===== src/rtl/wb_regfile_scoreboard.sv =====
// rtl/wb_regfile_scoreboard.sv - ARM register file with write-back commit port and per-register in-flight scoreboard
//
// Consumer end of the WB stage: commits WB_ValueIn into R[WB_DestIn], serves two
// combinational ID read ports, tracks outstanding writes per register and stalls
// IF/ID through Hazard while a used source register still has an uncommitted write.
//
// Optional feature macro: WB_BYPASS_EN (write-through bypass of the commit value
// onto the read ports, and early Hazard release on the final retiring write).
//
// Ports:
//   clk, rst                       clock, synchronous active-high reset
//   WB_ValueIn/WB_DestIn/WB_ENIn   write-back commit
//   Issue_EN/Issue_Dest            ID issue of an instruction that will write back
//   Src1/Src2/Src1_Valid/Two_Src   read addresses and operand-used qualifiers
//   PC_In                          PC+8, returned for reads of R15
//   Val_Rn/Val_Rm                  read data
//   Hazard                         stall request to IF/ID
//   Err_Overflow/Err_Underflow     sticky scoreboard error flags
module wb_regfile_scoreboard #(
    parameter int N     = 32,
    parameter int CNT_W = 2
) (
    input  logic         clk,
    input  logic         rst,
    input  logic [N-1:0] WB_ValueIn,
    input  logic [3:0]   WB_DestIn,
    input  logic         WB_ENIn,
    input  logic         Issue_EN,
    input  logic [3:0]   Issue_Dest,
    input  logic [3:0]   Src1,
    input  logic [3:0]   Src2,
    input  logic         Src1_Valid,
    input  logic         Two_Src,
    input  logic [N-1:0] PC_In,
    output logic [N-1:0] Val_Rn,
    output logic [N-1:0] Val_Rm,
    output logic         Hazard,
    output logic         Err_Overflow,
    output logic         Err_Underflow
);

    localparam logic [CNT_W-1:0] CNT_MAX = {CNT_W{1'b1}};
    localparam logic [CNT_W-1:0] CNT_ONE = CNT_W'(1);

    // R15 is not stored: the PC lives in IF.
    logic [N-1:0]     regs [0:14];
    logic [CNT_W-1:0] cnt  [0:14];

    logic [15:0] busy;
    logic [14:0] inc_vec;
    logic [14:0] dec_vec;

    function automatic logic [N-1:0] read_port(input logic [3:0] addr);
        if (addr == 4'd15) begin
            return PC_In;
        end
`ifdef WB_BYPASS_EN
        if (WB_ENIn && WB_DestIn == addr) begin
            return WB_ValueIn;
        end
`endif
        return regs[addr];
    endfunction

    always_comb begin
        Val_Rn = read_port(Src1);
        Val_Rm = read_port(Src2);
    end

    always_comb begin
        busy = '0;
        for (int r = 0; r < 15; r++) begin
            busy[r] = (cnt[r] != '0);
`ifdef WB_BYPASS_EN
            // Last outstanding write retires this cycle and its value is
            // already forwarded, so the consumer need not wait.
            if (cnt[r] == CNT_ONE && WB_ENIn && WB_DestIn == 4'(r)) begin
                busy[r] = 1'b0;
            end
`endif
        end
    end

    assign Hazard = (Src1_Valid && busy[Src1]) || (Two_Src && busy[Src2]);

    // Issue is gated by Hazard so a stalled ID cannot double-count its
    // destination. Busy never depends on inc_vec, so there is no loop.
    always_comb begin
        inc_vec = '0;
        dec_vec = '0;
        for (int r = 0; r < 15; r++) begin
            inc_vec[r] = Issue_EN && !Hazard && (Issue_Dest == 4'(r));
            dec_vec[r] = WB_ENIn && (WB_DestIn == 4'(r));
        end
    end

    always_ff @(posedge clk) begin
        if (rst) begin
            for (int r = 0; r < 15; r++) begin
                regs[r] <= '0;
                cnt[r]  <= '0;
            end
            Err_Overflow  <= 1'b0;
            Err_Underflow <= 1'b0;
        end else begin
            if (WB_ENIn && WB_DestIn != 4'd15) begin
                regs[WB_DestIn] <= WB_ValueIn;
            end
            for (int r = 0; r < 15; r++) begin
                if (inc_vec[r] && !dec_vec[r]) begin
                    if (cnt[r] == CNT_MAX) begin
                        Err_Overflow <= 1'b1;
                    end else begin
                        cnt[r] <= cnt[r] + CNT_ONE;
                    end
                end else if (dec_vec[r] && !inc_vec[r]) begin
                    if (cnt[r] == '0) begin
                        Err_Underflow <= 1'b1;
                    end else begin
                        cnt[r] <= cnt[r] - CNT_ONE;
                    end
                end
            end
        end
    end

endmodule


===== config.mk =====
export PLATFORM = sky130hd
export DESIGN_NAME = wb_regfile_scoreboard
export DESIGN_NICKNAME = d
export VERILOG_FILES = /design/src/rtl/wb_regfile_scoreboard.sv
export SDC_FILE = /design/constraint.sdc
export NUM_CORES = 1
export LEC_CHECK = 0
export CORE_MARGIN = 3
export CORE_UTILIZATION = 28
export DETAILED_ROUTE_END_ITERATION = 10
export PLACE_DENSITY = 0.48
export RECOVER_POWER = 25
export SLEW_MARGIN = 20
export SYNTH_ARGS = -nofsm -noshare
export SYNTH_HDL_FRONTEND = slang
export SYNTH_SLANG_ARGS = --single-unit
export TNS_END_PERCENT = 5

===== constraint.sdc =====
create_clock -name clk -period 3.31 [get_ports clk]
set_clock_uncertainty 0.1 [all_clocks]
set_input_delay 0.331 -clock clk [delete_from_list [all_inputs] [get_ports clk]]
set_output_delay 0.331 -clock clk [all_outputs]
set_load 0.005 [all_outputs]

==> impl_metrics.py, run 1 <==
metrics = {
    "outcome": {
        "status": "complete, but fails checks",
        "violations": "capacitance limit, slew limit",
    },
    "timing": {
        "hold_violations": 0,
        "setup_viol": 0,
        "slew_headroom": -0.0309,
        "fin_crit_sh": 0.985,
        "grt_setup_unrepaired": "yes",
        "setup-tns-final_ns": 0,
        "min_period_ns": 3.26,
        "drv_slew": 33,
        "tightest_slew_ns": 1.55,
        "postLayoutSetupSlackWorst_ns": 0.0488,
        "fmax_ghz": 0.307,
    },
    "yosys": {
        "yosys_register_bits": 512,
        "ys_async_sr_fraction": 0,
        "syn_nets": 2283,
        "synth_edf_count": 510,
        "synthesis.area_mm2": 0.0289,
        "synth_top_cell_by_area": "edfxtp_1",
        "synth_area_leaders": "edfxtp_1 (53%), mux4_2 (17%), and2_1 (10%)",
        "synthFlopType": "edfxtp_1",
        "syn_inst": 2195,
        "syn_area_per_cell_um2": 13.2,
        "seq_area_frac_synth": 0.531,
        "ys_warn_count": 0,
        "ys_types": 66,
        "synth.top_cell.area_share": 0.530,
    },
    "pwr": {
        "p_int_uw": 12300,
        "comb_power_share": 0.155,
        "seqPwrFrac": 0.466,
        "p_switching_uw": 4270,
        "p_leak_uw": 0.0120,
        "p_sw_frac": 0.257,
        "p_clk_frac": 0.379,
        "ir_drop_uv": 377,
        "power_density_mw_per_mm2": 475,
    },
    "global_route": {
        "grt_pass1_vias": 20978,
        "grt_pass1_wl_um": 159000,
        "overflow": 0,
        "grt_max_degree": 63,
        "grt.total_usage": 0.206,
        "antenna_found_initial": 15,
    },
    "clock_network": {
        "clkSinkCount": 512,
        "cts_hold_buf": 0,
        "numCtsBuffers": 55,
        "root_buffer": "clkbuf_16",
        "clock_path_buffers": 3,
        "h-tree-depth": 2,
        "clk_pin_slew_ns": 0.06,
        "cts_tree": "yes",
        "clock_latency_ns": 0.63,
    },
    "layout": {
        "area.sequential_mm2": 0.0154,
        "final_cell_mix": "edfxtp_1 (510), and2_1 (424), mux4_2 (218)",
        "drive_above_1_share": 0.219,
        "multi_input_area_mm2": 0.0128,
        "nFillCells": 9879,
        "syn2layout_area_growth_pct": 20.9,
        "final_common_cell": "edfxtp_1",
        "num-nets-final": 2459,
    },
    "die": {
        "core-area_mm2": 0.102,
        "num_rows": 117,
        "chipHeight_um": 327,
        "die_area_mm2": 0.107,
        "start_util": 0.283,
        "pin_count": 153,
        "die_w_um": 327,
    },
    "placement": {
        "place_congestion": 0.878,
        "detailedPlace.worstSlack_ns": -0.127,
        "io_buffers": 152,
        "dp_hpwl_um": 69200,
    },
    "drt": {
        "wl_um": 112000,
        "vias": 20519,
        "drtIter0Drc": 2327,
        "dr.pass1.iters": 5,
        "post_drt_wl_per_cell_um": 29.5,
        "drt.antenna.violating_nets": 0,
        "drc_errors": 0,
        "viasPerCell": 5.42,
    },
    "setup_path": {
        "cp.required_ns": 3.69,
        "cp_data_arrival_time_ns": 3.64,
        "cp-startpoint": "cnt[0][11]$_SDFFCE_PN0P_",
        "worstSetupEndpointType": "flip-flop",
        "crit_fanout": 9,
        "path_class": "reg2reg",
        "worstReg2RegStart": "cnt[0][11]$_SDFFCE_PN0P_",
        "worstSetupStartpointType": "flip-flop",
    },
    "worst_hold_path": {
        "holdCritPathClass": "in2reg",
        "hold_start": "rst",
    },
    "run": {
        "cap_violations": 1,
    },
}
[sequential cells by signal, indices dropped and copies added, names as in the netlist]
signal and count:
Err_Overflow 1, cnt 30, regs 480, Err_Underflow 1
[stage by stage]
| step | cell area (um^2) | hold WS (ns) | util | total power, uW | std cells |
|---|---|---|---|---|---|
| finish | 34900 | 0.325 | 0.342 | 16600 | 3783 |
| floorplan | 28900 | 0.401 | - | 9100 | 2195 |
| global placement | 33200 | 0.474 | 0.326 | 10400 | 3674 |
| global route | 34900 | 0.355 | 0.342 | 17100 | 3782 |
| detailed placement | 33200 | 0.481 | 0.326 | 10400 | 3674 |
| CTS | 35100 | 0.281 | 0.344 | 16700 | 3779 |
[final cells by class]
type | count | share of cell area
Sequential cell | 512 | 0.439
Clock inverter | 35 | 0.00967
Multi-Input combinational cell | 1461 | 0.367
Antenna cell | 3 | 0.000215
Tap cell | 1368 | 0.0490
Inverter | 10 | 0.00107
Timing Repair Buffer | 331 | 0.0926
Clock buffer | 63 | 0.0415
[synthesized netlist by cell type, drive strengths merged (11+ instances only)]
cell type and count:
a21oi 37, o21a 46, nand2b 11, or2 23, nor2 100, o22a 15, a211oi 17, a31oi 29
nand2 90, and2 483, clkbuf 160, buf 52, and3 12, nand3 28, or3 22, o21ai 97
mux2i 78, edfxtp 510, a221oi 28, mux4 218, o22ai 12, nor3 32
[cells by family (layout without fill, tap and decap cells)]
| family | count (synthesis) | count (layout) | share of synthesized area |
|---|---|---|---|
| other cells | 0 | 3 | 0 |
| xor+xnor | 7 | 7 | 0.00212 |
| fa+ha+maj | 2 | 2 | 0.000866 |
| flops | 512 | 512 | 0.531 |
| mux | 299 | 299 | 0.198 |
| simple gates | 835 | 835 | 0.164 |
| buf+inv | 222 | 439 | 0.0300 |
| compound gates | 318 | 318 | 0.0739 |
[critical path: stages, from the launching register on]
cell and delay (ns):
edfxtp_1 0.38, or2_1 0.26, mux4_2 0.51, a221oi_2 0.28, a311oi_2 0.09, buf_4 0.19, buf_4 0.15, or3_4 0.38
buf_4 0.16, or4b_1 0.48, a21oi_2 0.13
[power by group through the flow]
stage               clock network, uW  registers [uW]  logic [uW]
floorplan                           0            7770        1320
global placement                    0            7830        2570
detailed placement                  0            7850        2570
CTS                              6410            7710        2600
global route                     6650            7760        2710
finish                           6290            7720        2570
[repair_timing]
item,4_1_cts,5_1_grt
pin swaps,3,5
setup buffers,7,1
endpoints found under the hold margin,0,0
resized for setup,8,8
endpoints found under the setup margin,3,19
[per-layer routing]
| metal | GRT usage | vias to the layer above | routed length, um |
|---|---|---|---|
| met5 | 0 | - | 9 |
| met4 | 0.0609 | 2 | 3300 |
| met3 | 0.0350 | 190 | 8330 |
| met2 | 0.334 | 899 | 52700 |
| met1 | 0.282 | 10701 | 47300 |
| li1 | - | 8727 | - |
[path summary, 6_finish.rpt]
kind / cells past startpoint / slack (ns) / to
worst max-delay path: 10 / 0.05 / cnt[0][11]$_SDFFCE_PN0P_
worst min-delay path: 3 / 0.32 / Err_Overflow$_SDFF_PP0_
worst min register to register: 2 / 0.49 / Err_Overflow$_SDFF_PP0_
worst max register to register: 10 / 0.05 / cnt[0][11]$_SDFFCE_PN0P_
No activity file was read; power rests on OpenSTA's default activity.
==> inputs of run 2 (changes only) <==
--- a/config.mk
+++ b/config.mk
@@ -8,6 +8,7 @@
 export CORE_MARGIN = 3
 export CORE_UTILIZATION = 28
 export DETAILED_ROUTE_END_ITERATION = 10
+export GPL_TIMING_DRIVEN = 0
 export PLACE_DENSITY = 0.48
 export RECOVER_POWER = 25
 export SLEW_MARGIN = 20
==> run 2 against run 1 <==
  * The flow finishes with violations (setup timing)
  * Clock power grew 0.6%
  * Sequential power is essentially flat
  * Hold slack gained 0.017 ns
  * Via count grew 3.3%
  * Sequential share of layout area shrank 0.15 points
  * Register-to-register slack lost 0.08 ns
  * Final cell count grew 1.4%
  * First-iteration DRC count grew 7.6%
  * Count of clock-buffer cells in the layout grew 12
  * Global-route usage grew 1.2 points
  * Largest power group unchanged
==> impl_metrics.py, run 2 (same netlist as run 1, synthesis figures left out) <==
metrics = {
    "layout": {
        "final_common_cell": "edfxtp_1",
        "syn2layout_area_growth_pct": 21.3,
        "largest_reg_flops": 480,
        "largest_registers": "regs (480), cnt (30)",
        "multi_input_area_mm2": 0.0130,
        "num-nets-final": 2505,
        "largest_register": "regs",
        "area.sequential_mm2": 0.0154,
        "final_cell_mix": "edfxtp_1 (510), and2_1 (361), mux4_2 (218)",
        "nFillCells": 10027,
        "drive_above_1_share": 0.202,
    },
    "global_route": {
        "grt_pass1_vias": 20486,
        "grt_pass1_wl_um": 164000,
        "antenna_found_initial": 7,
        "grt_max_degree": 33,
        "overflow": 0,
        "grt.total_usage": 0.218,
    },
    "timing": {
        "postLayoutSetupSlackWorst_ns": -0.170,
        "drv_slew": 0,
        "fmax_ghz": 0.287,
        "slew_headroom": 0.206,
        "hold_violations": 0,
        "setup_viol": 14,
        "tightest_slew_ns": 1.19,
        "grt_setup_unrepaired": "yes",
        "fin_crit_sh": 1.05,
        "min_period_ns": 3.48,
    },
    "worst_hold_path": {
        "whs_endpoint": "cnt[1][8]$_SDFFCE_PP0P_",
        "hold-path-cell-count": 2,
        "holdCritPathClass": "in2reg",
        "hold_start": "rst",
    },
    "die": {
        "start_util": 0.283,
        "pin_count": 153,
        "die_w_um": 327,
        "die_area_mm2": 0.107,
        "chipHeight_um": 327,
        "core-area_mm2": 0.102,
        "num_rows": 117,
    },
    "pwr": {
        "ir_drop_uv": 433,
        "power_density_mw_per_mm2": 482,
        "p_leak_uw": 0.0118,
        "p_total_uw": 16900,
    },
    "setup_path": {
        "path_class": "in2out",
        "max_stage_delay_ns": 0.89,
        "worstSetupEndpointType": "primary output",
        "worstReg2RegStart": "cnt[0][14]$_SDFFCE_PN0P_",
        "cp.buffers_inverters": 4,
        "path_delay_family": "buffers and inverters",
        "crit_fanout": 10,
        "worstSetupStartpointType": "input pin",
        "r2r_slack_ns": -0.03,
        "cp.required_ns": 2.88,
        "cpMaxStageDelayCell": "clkbuf_1",
        "r2r.worst_path.cells": 11,
        "cp_data_arrival_time_ns": 3.05,
        "worstPathCellList": "buf_4 -> inv_1 -> clkbuf_1 -> a221oi_1 -> a31oi_1 -> o22a_1 -> clkdlybuf4s50_1",
        "r2r-end": "cnt[0][9]$_SDFFCE_PN0P_",
    },
    "drt": {
        "drc_errors": 0,
        "wl_um": 120000,
        "wl_met2_um": 55900,
        "viasPerCell": 5.52,
        "top_layer_used": "met4",
        "post_drt_wl_per_cell_um": 31.4,
        "drt.antenna.violating_nets": 0,
        "drt-met1-wl_um": 49900,
        "dr.pass1.iters": 5,
        "wl_met3_um": 10500,
        "vias": 21186,
        "drtIter0Drc": 2503,
    },
    "placement": {
        "place_congestion": 0.941,
        "detailedPlace.worstSlack_ns": -2.88,
        "dp_hpwl_um": 89200,
        "io_buffers": 146,
    },
    "clock_network": {
        "numCtsBuffers": 59,
        "cts_tree": "yes",
        "h-tree-depth": 2,
        "clock_latency_ns": 0.64,
        "root_buffer": "clkbuf_16",
        "clk_pin_slew_ns": 0.06,
        "clkSinkCount": 512,
        "clock_path_buffers": 3,
        "cts_hold_buf": 0,
    },
    "run": {
        "cap_violations": 0,
    },
    "outcome": {
        "violations": "setup timing",
        "status": "complete, but fails checks",
    },
}
[run 2: final cells by class]
type                    count  area share
well taps                1368      0.0488
diodes                      1   0.0000714
flip-flops and latches    512       0.438
clock inverters            35     0.00732
plain buffers             210      0.0429
inverters                  10     0.00107
multi-input cells        1461       0.372
repair buffers            163      0.0453
clock buffers              75      0.0444
[run 2: what timing repair did]
item,4_1_cts,5_1_grt
gates cloned,0,1
endpoints found under the setup margin,120,116
resized for setup,287,61
setup buffers,9,7
pin swaps,7,15
[run 2: through the flow]
stage / instances / utilization / TNS (ns) / cell area [um^2] / hold WS [ns]
floorplan: 2195 / - / 0 / 28900 / 0.401
global placement: 3709 / 0.314 / -355.60 / 32100 / 0.486
detailed placement: 3709 / 0.315 / -307.93 / 32100 / 0.498
CTS: 3827 / 0.341 / -0.351 / 34800 / 0.318
global route: 3835 / 0.344 / -1.68 / 35100 / 0.336
finish: 3835 / 0.344 / -0.848 / 35100 / 0.342
[run 2: metal layers]
layer	GRT usage	up-vias
li1	-	8831
met2	0.348	1206
met4	0.0713	0
met3	0.0413	201
met5	0	-
met1	0.300	10948
[run 2: worst max path at each step]
stage / from / end / cells after the start / slack (ns)
2_1_floorplan: Src2[0] / Val_Rm[0] / 6 / 0.25
3_3_place_gp: Src2[0] / Val_Rm[8] / 9 / -3.58
3_5_place_dp: Src2[0] / Val_Rm[8] / 9 / -2.88
4_1_cts: cnt[0][14]$_SDFFCE_PN0P_ / Err_Underflow$_SDFF_PP0_ / 12 / -0.07
5_1_grt: cnt[0][15]$_SDFFCE_PN0P_ / cnt[0][9]$_SDFFCE_PN0P_ / 11 / -0.12
6_report: Src1[3] / Val_Rn[2] / 7 / -0.17
[run 2: worst reg2reg max path, stage by stage (launching register included)]
cell	delay, ns
edfxtp_1	0.38
buf_6	0.13
or2_4	0.26
mux4_2	0.51
a221oi_2	0.27
a311oi_2	0.08
buf_6	0.18
buf_4	0.14
or3_4	0.36
buf_6	0.14
or4b_4	0.50
a21oi_2	0.15
[run 2: report_power, final]
group / switching [uW] / internal, uW / leakage [uW]
clock network: 2790 / 3540 / 0.000872
registers: 222 / 7530 / 0.00491
logic: 1610 / 1200 / 0.00600
==> RTL edit 1 (config.mk and constraints of run 1) <==
Add an input register stage for `Issue_EN`, `Issue_Dest`, `Src1`, `Src2`, `Src1_Valid` and `Two_Src`, with the module's reset; this delays them by one clock. The other inputs are not delayed to match.
--- a/src/rtl/wb_regfile_scoreboard.sv
+++ b/src/rtl/wb_regfile_scoreboard.sv
@@ -42,6 +42,31 @@
     localparam logic [CNT_W-1:0] CNT_MAX = {CNT_W{1'b1}};
     localparam logic [CNT_W-1:0] CNT_ONE = CNT_W'(1);
 
+    logic Issue_EN_q;
+    logic [3:0] Issue_Dest_q;
+    logic [3:0] Src1_q;
+    logic [3:0] Src2_q;
+    logic Src1_Valid_q;
+    logic Two_Src_q;
+
+    always_ff @(posedge clk) begin
+        if (rst) begin
+            Issue_EN_q   <= '0;
+            Issue_Dest_q <= '0;
+            Src1_q       <= '0;
+            Src2_q       <= '0;
+            Src1_Valid_q <= '0;
+            Two_Src_q    <= '0;
+        end else begin
+            Issue_EN_q   <= Issue_EN;
+            Issue_Dest_q <= Issue_Dest;
+            Src1_q       <= Src1;
+            Src2_q       <= Src2;
+            Src1_Valid_q <= Src1_Valid;
+            Two_Src_q    <= Two_Src;
+        end
+    end
+
     // R15 is not stored: the PC lives in IF.
     logic [N-1:0]     regs [0:14];
     logic [CNT_W-1:0] cnt  [0:14];
@@ -63,8 +88,8 @@
     endfunction
 
     always_comb begin
-        Val_Rn = read_port(Src1);
-        Val_Rm = read_port(Src2);
+        Val_Rn = read_port(Src1_q);
+        Val_Rm = read_port(Src2_q);
     end
 
     always_comb begin
@@ -81,7 +106,7 @@
         end
     end
 
-    assign Hazard = (Src1_Valid && busy[Src1]) || (Two_Src && busy[Src2]);
+    assign Hazard = (Src1_Valid_q && busy[Src1_q]) || (Two_Src_q && busy[Src2_q]);
 
     // Issue is gated by Hazard so a stalled ID cannot double-count its
     // destination. Busy never depends on inc_vec, so there is no loop.
@@ -89,7 +114,7 @@
         inc_vec = '0;
         dec_vec = '0;
         for (int r = 0; r < 15; r++) begin
-            inc_vec[r] = Issue_EN && !Hazard && (Issue_Dest == 4'(r));
+            inc_vec[r] = Issue_EN_q && !Hazard && (Issue_Dest_q == 4'(r));
             dec_vec[r] = WB_ENIn && (WB_DestIn == 4'(r));
         end
     end
Function: not settled (the Yosys comparison gave no result); the edit may change what the design does.
==> RTL edit 1 against run 1 <==
The flow finishes with violations (max-capacitance violations, max-slew violations, negative setup slack); area after synthesis up 0.76%; sequential cell count up 16; cell area is 5.8% higher; sequential power grew 3.0%; fmax is 5.2% lower; setup slack got worse by 0.18 ns; power rose by 6.8%; register-to-register slack better by 0.06 ns; die area grew 0.75%; routed wire length fell by 1.6%; largest cell class unchanged; largest power group unchanged; highest routed layer unchanged.
==> RTL edit 1: results (changes against run 1) <==
| Metric | Value |
|---|---|
| Worst setup path startpoint | Src2_q[0] |
| First-pass GRT wire length | 154 mm (-2.7%) |
| Total GRT Usage | 0.202 (-0.00398) |
| DRT Pass-1 Iters | 6 (+1) |
| Largest registers | regs: 481 flops, cnt: 30 flops |
| Part of the power in the clock network | 0.400 (+0.021) |
| Worst reg-to-reg setup slack | 0.11 ns (+0.06 ns) |
| Hold_ws | 0.180 ns (-0.144 ns) |
| Sequential-to-total area share from yosys stat | 0.539 (+0.00733) |
| Seq. pwr | 7950 uW (+3.0%) |
| Largest net degree at the start of global routing | 51 (-19%) |
| Failing checks | max-capacitance violations, max-slew violations, negative setup slack |
| Synth Area in XOR/XNOR | 0.00301 (+0.000886) |
| Post-synth ARST share | 0 (unchanged) |
| Yosys Warn Count | 0 (unchanged) |
| Crit path largest cell delay | 0.54 ns (+0.03 ns) |
| Worst-path fanout max | 5 (-4) |
| Synth cell count leaders | edfxtp_1, and2_1, mux4_2 |
| CTS H-tree lvls | 3 (+1) |
| Worst reg2reg endpoint | Err_Underflow |
| Yosys cell types | 63 (-4.5%) |
| CTS Buf Count | 67 (+22%) |
| Fin. max-slew vios | 206 (+520%) |
| Iter 0 DRT Violations | 2,449 (+5.2%) |
| DP Worst Slack | 0.250 ns (+0.377 ns) |
| Clock tree root buffer cell | clkbuf_16 |
| Worst Hold Depth | 2 (-1) |
| Nets@finish | 2,437 (-0.89%) |
| Placed Area | 0.0333 mm^2 (+0.38%) |
| Post-synthesis mux area share | 0.225 (+0.0265) |
| Share of cells above drive strength 1 | 0.273 (+0.0536) |
| Hold path endpoint | Issue_Dest_q[2] |
| Number of global-route vias before repair | 20.8k (-0.99%) |
| Leakage | 0.0126 uW (+5.0%) |
| Max-Cap Viols | 7 (+6) |
| Worst R2R Start | Src1_q[0] |
| Net Sw Frac | 0.252 (-0.00555) |
| Main area contributors after synthesis | edfxtp_1, mux4_2, and2_1 |
| VDD IR max | 0.317 mV (-16%) |
| Antenna violations before repair | 17 (+2) |
| WL/cell | 29.2 um (-1.2%) |
| Via count | 20.2k (-1.5%) |
| Post-Synth Adder-Cell Area | 0.000859 (-0.00000655) |
| DP HPWL | 60.2 mm (-13%) |
| Worst-Margin Slew | 2.44 ns (+0.889 ns) |
| CP endpoint | Val_Rm[4] |
| Skew-Pair Late Insertion Delay | 0.61 ns (-0.02 ns) |
| Fin worst setup slack | -0.130 ns (-0.179 ns) |
| Gp weighted congestion | 0.859 (-2.2%) |
| Final setup viols | 10 (+10) |
| EDFF count, synth | 511 (+0.20%) |
| Reg2reg path depth | 12 (+2) |
| Data arrival, critical path | 3.01 ns (-0.63 ns) |
| Synthesized net count | 2,184 (-4.3%) |
| Compound-Gate Fraction of Synth Area | 0.0486 (-0.0252) |
| Outcome | finished with violations |
| Longest Clk Path Bufs | 3 (unchanged) |
| Worst hold start | Issue_Dest[2] |
## RTL edit 1: cell count changes in the layout (fill, tap and decap cells not counted), sizes merged, moves of 18 or more
| cell | change |
|---|---|
| o21ai | -77 |
| clkbuf | +60 |
| clkdlybuf4s50 | -56 |
| mux4 | +41 |
| a21oi | +38 |
| buf | +38 |
| nand2 | -34 |
| nor2 | +32 |
| a221oi | -28 |
| or2 | -21 |
| a31oi | -18 |
## RTL edit 1: layout make-up
cell class	count	area (um^2)
tap	1368	1710
multi-input combinational	1367	12900
clock inverter	31	243
antenna	4	10.0
timing repair buffer	376	4570
sequential	528	15700
inverter	9	35.0
fill	9816	65500
clock buffer	85	1830
## RTL edit 1: per-layer routing
| layer | track usage | up-vias | share of wire |
|---|---|---|---|
| met5 | 0 | - | 0.00045 |
| met1 | 0.266 | 10400 | 0.41 |
| li1 | - | 8543 | - |
| met4 | 0.0737 | 8 | 0.035 |
| met2 | 0.326 | 1012 | 0.47 |
| met3 | 0.0450 | 204 | 0.087 |
## RTL edit 1: worst max-delay path, delay by kind of cell, from the launching register on
family | cells | cell delay (ns)
buf+inv | 6 | 1.02
compound gates | 2 | 0.19
simple gates | 2 | 0.23
mux | 1 | 0.54
flops | 1 | 0.42
## RTL edit 1: stage by stage
step                TNS [ns]  utilization  cells  power, uW
floorplan            -144.31            -   2096       9340
global placement           0        0.325   3542      10500
detailed placement         0        0.325   3542      10600
CTS                    -5.40        0.364   3761      17900
global route           -2.29        0.361   3764      18300
finish                -0.721        0.361   3768      17700
## RTL edit 1: what timing repair did
| item | in CTS | in global routing |
|---|---|---|
| cloned | 28 | 1 |
| pin swaps | 5 | 1 |
| buffers inserted | 76 | 2 |
| hold endpoints to repair | 0 | 0 |
| endpoints found under the setup margin | 65 | 59 |
| resized for setup | 200 | 79 |
==> RTL edit 2 (settings of run 1) <==
Without the edit above. The option `WB_BYPASS_EN` is turned on by a define.
--- a/src/rtl/wb_regfile_scoreboard.sv
+++ b/src/rtl/wb_regfile_scoreboard.sv
@@ -16,6 +16,8 @@
 //   Val_Rn/Val_Rm                  read data
 //   Hazard                         stall request to IF/ID
 //   Err_Overflow/Err_Underflow     sticky scoreboard error flags
+`define WB_BYPASS_EN
+
 module wb_regfile_scoreboard #(
     parameter int N     = 32,
     parameter int CNT_W = 2
Function: not settled (the Yosys comparison gave no result); the edit may change what the design does.
==> RTL edit 2 against run 1 <==
The flow still finishes with violations (max-capacitance violations, max-slew violations); sequential share of layout area shrank 2.0 points; routed wire length shrank 1.2%; sequential cell count grew 32; power grew 10%; setup slack lost 0.017 ns; critical path depth is the same; cell area grew 11%; area after synthesis grew 8.5%.
==> RTL edit 2: results (changes against run 1) <==
| Metric | Value |
|---|---|
| Fin. max-slew vios | 99 (+200%) |
| Placed Area | 0.0367 mm^2 (+10%) |
| Worst setup path startpoint | WB_DestIn[3] |
| CTS Buf Count | 67 (+22%) |
| Total GRT Usage | 0.189 (-0.0165) |
| DRT met1 WL | 46.9 mm (-1.0%) |
| Max-Cap Viols | 4 (+3) |
| EDFF count, synth | 542 (+6.3%) |
| Failing checks | max-capacitance violations, max-slew violations |
| Largest net degree at the start of global routing | 49 (-22%) |
| Non-clock buffer share | 0.0996 (+0.00703) |
| Main area contributors after synthesis | edfxtp_1, mux4_2, and2_1 |
| Comb_multi_in | 1,421 (-2.7%) |
| Vias per inst | 5.22 (-3.7%) |
| Largest registers | regs: 512 flops, cnt: 30 flops |
| Outcome | finished with violations |
| Multi-input combinational area share | 0.375 (+0.00833) |
| Worst reg-to-reg setup slack | 0.12 ns (+0.07 ns) |
| Routed wl met3 | 7.23 mm (-13%) |
| Clock-cell share of area | 0.0535 (+0.00235) |
| Syn-to-layout area delta | 23.9% |
| Post-CTS Setup Inserts | 5 (-2) |
| Worst Hold Depth | 5 (+2) |
| CP endpoint | Val_Rm[11] |
| Iter 0 DRT Violations | 2,079 (-11%) |
| Seq. pwr | 8200 uW (+6.2%) |
| Post-Route WL | 110 mm (-1.2%) |
-- RTL edit 2: cell types whose count changed in the layout (fill, tap and decap cells not counted), moves of 31 or more --
cell / change
clkbuf_1: +35
ha_1: +36
mux4_2: +103
edfxtp_1: +32
inv_1: +31
nand2_1: -36
a21oi_1: +40
o21a_1: -45
clkdlybuf4s50_1: -47
o21ai_0: -80
conb_1: +32
-- RTL edit 2: cell families (layout without fill, tap and decap cells) --
family / count (synthesis) / after routing / share of synthesized area
and+or+nand+nor: 788 / 788 / 0.144
DFF: 544 / 544 / 0.520
muxes: 395 / 395 / 0.254
buffers and inverters: 233 / 546 / 0.0298
AOI/OAI and AO/OA: 148 / 148 / 0.0297
adders and majority gates: 45 / 45 / 0.0180
xor gates and xnor gates: 13 / 13 / 0.00363
other: 1 / 34 / 0.000120
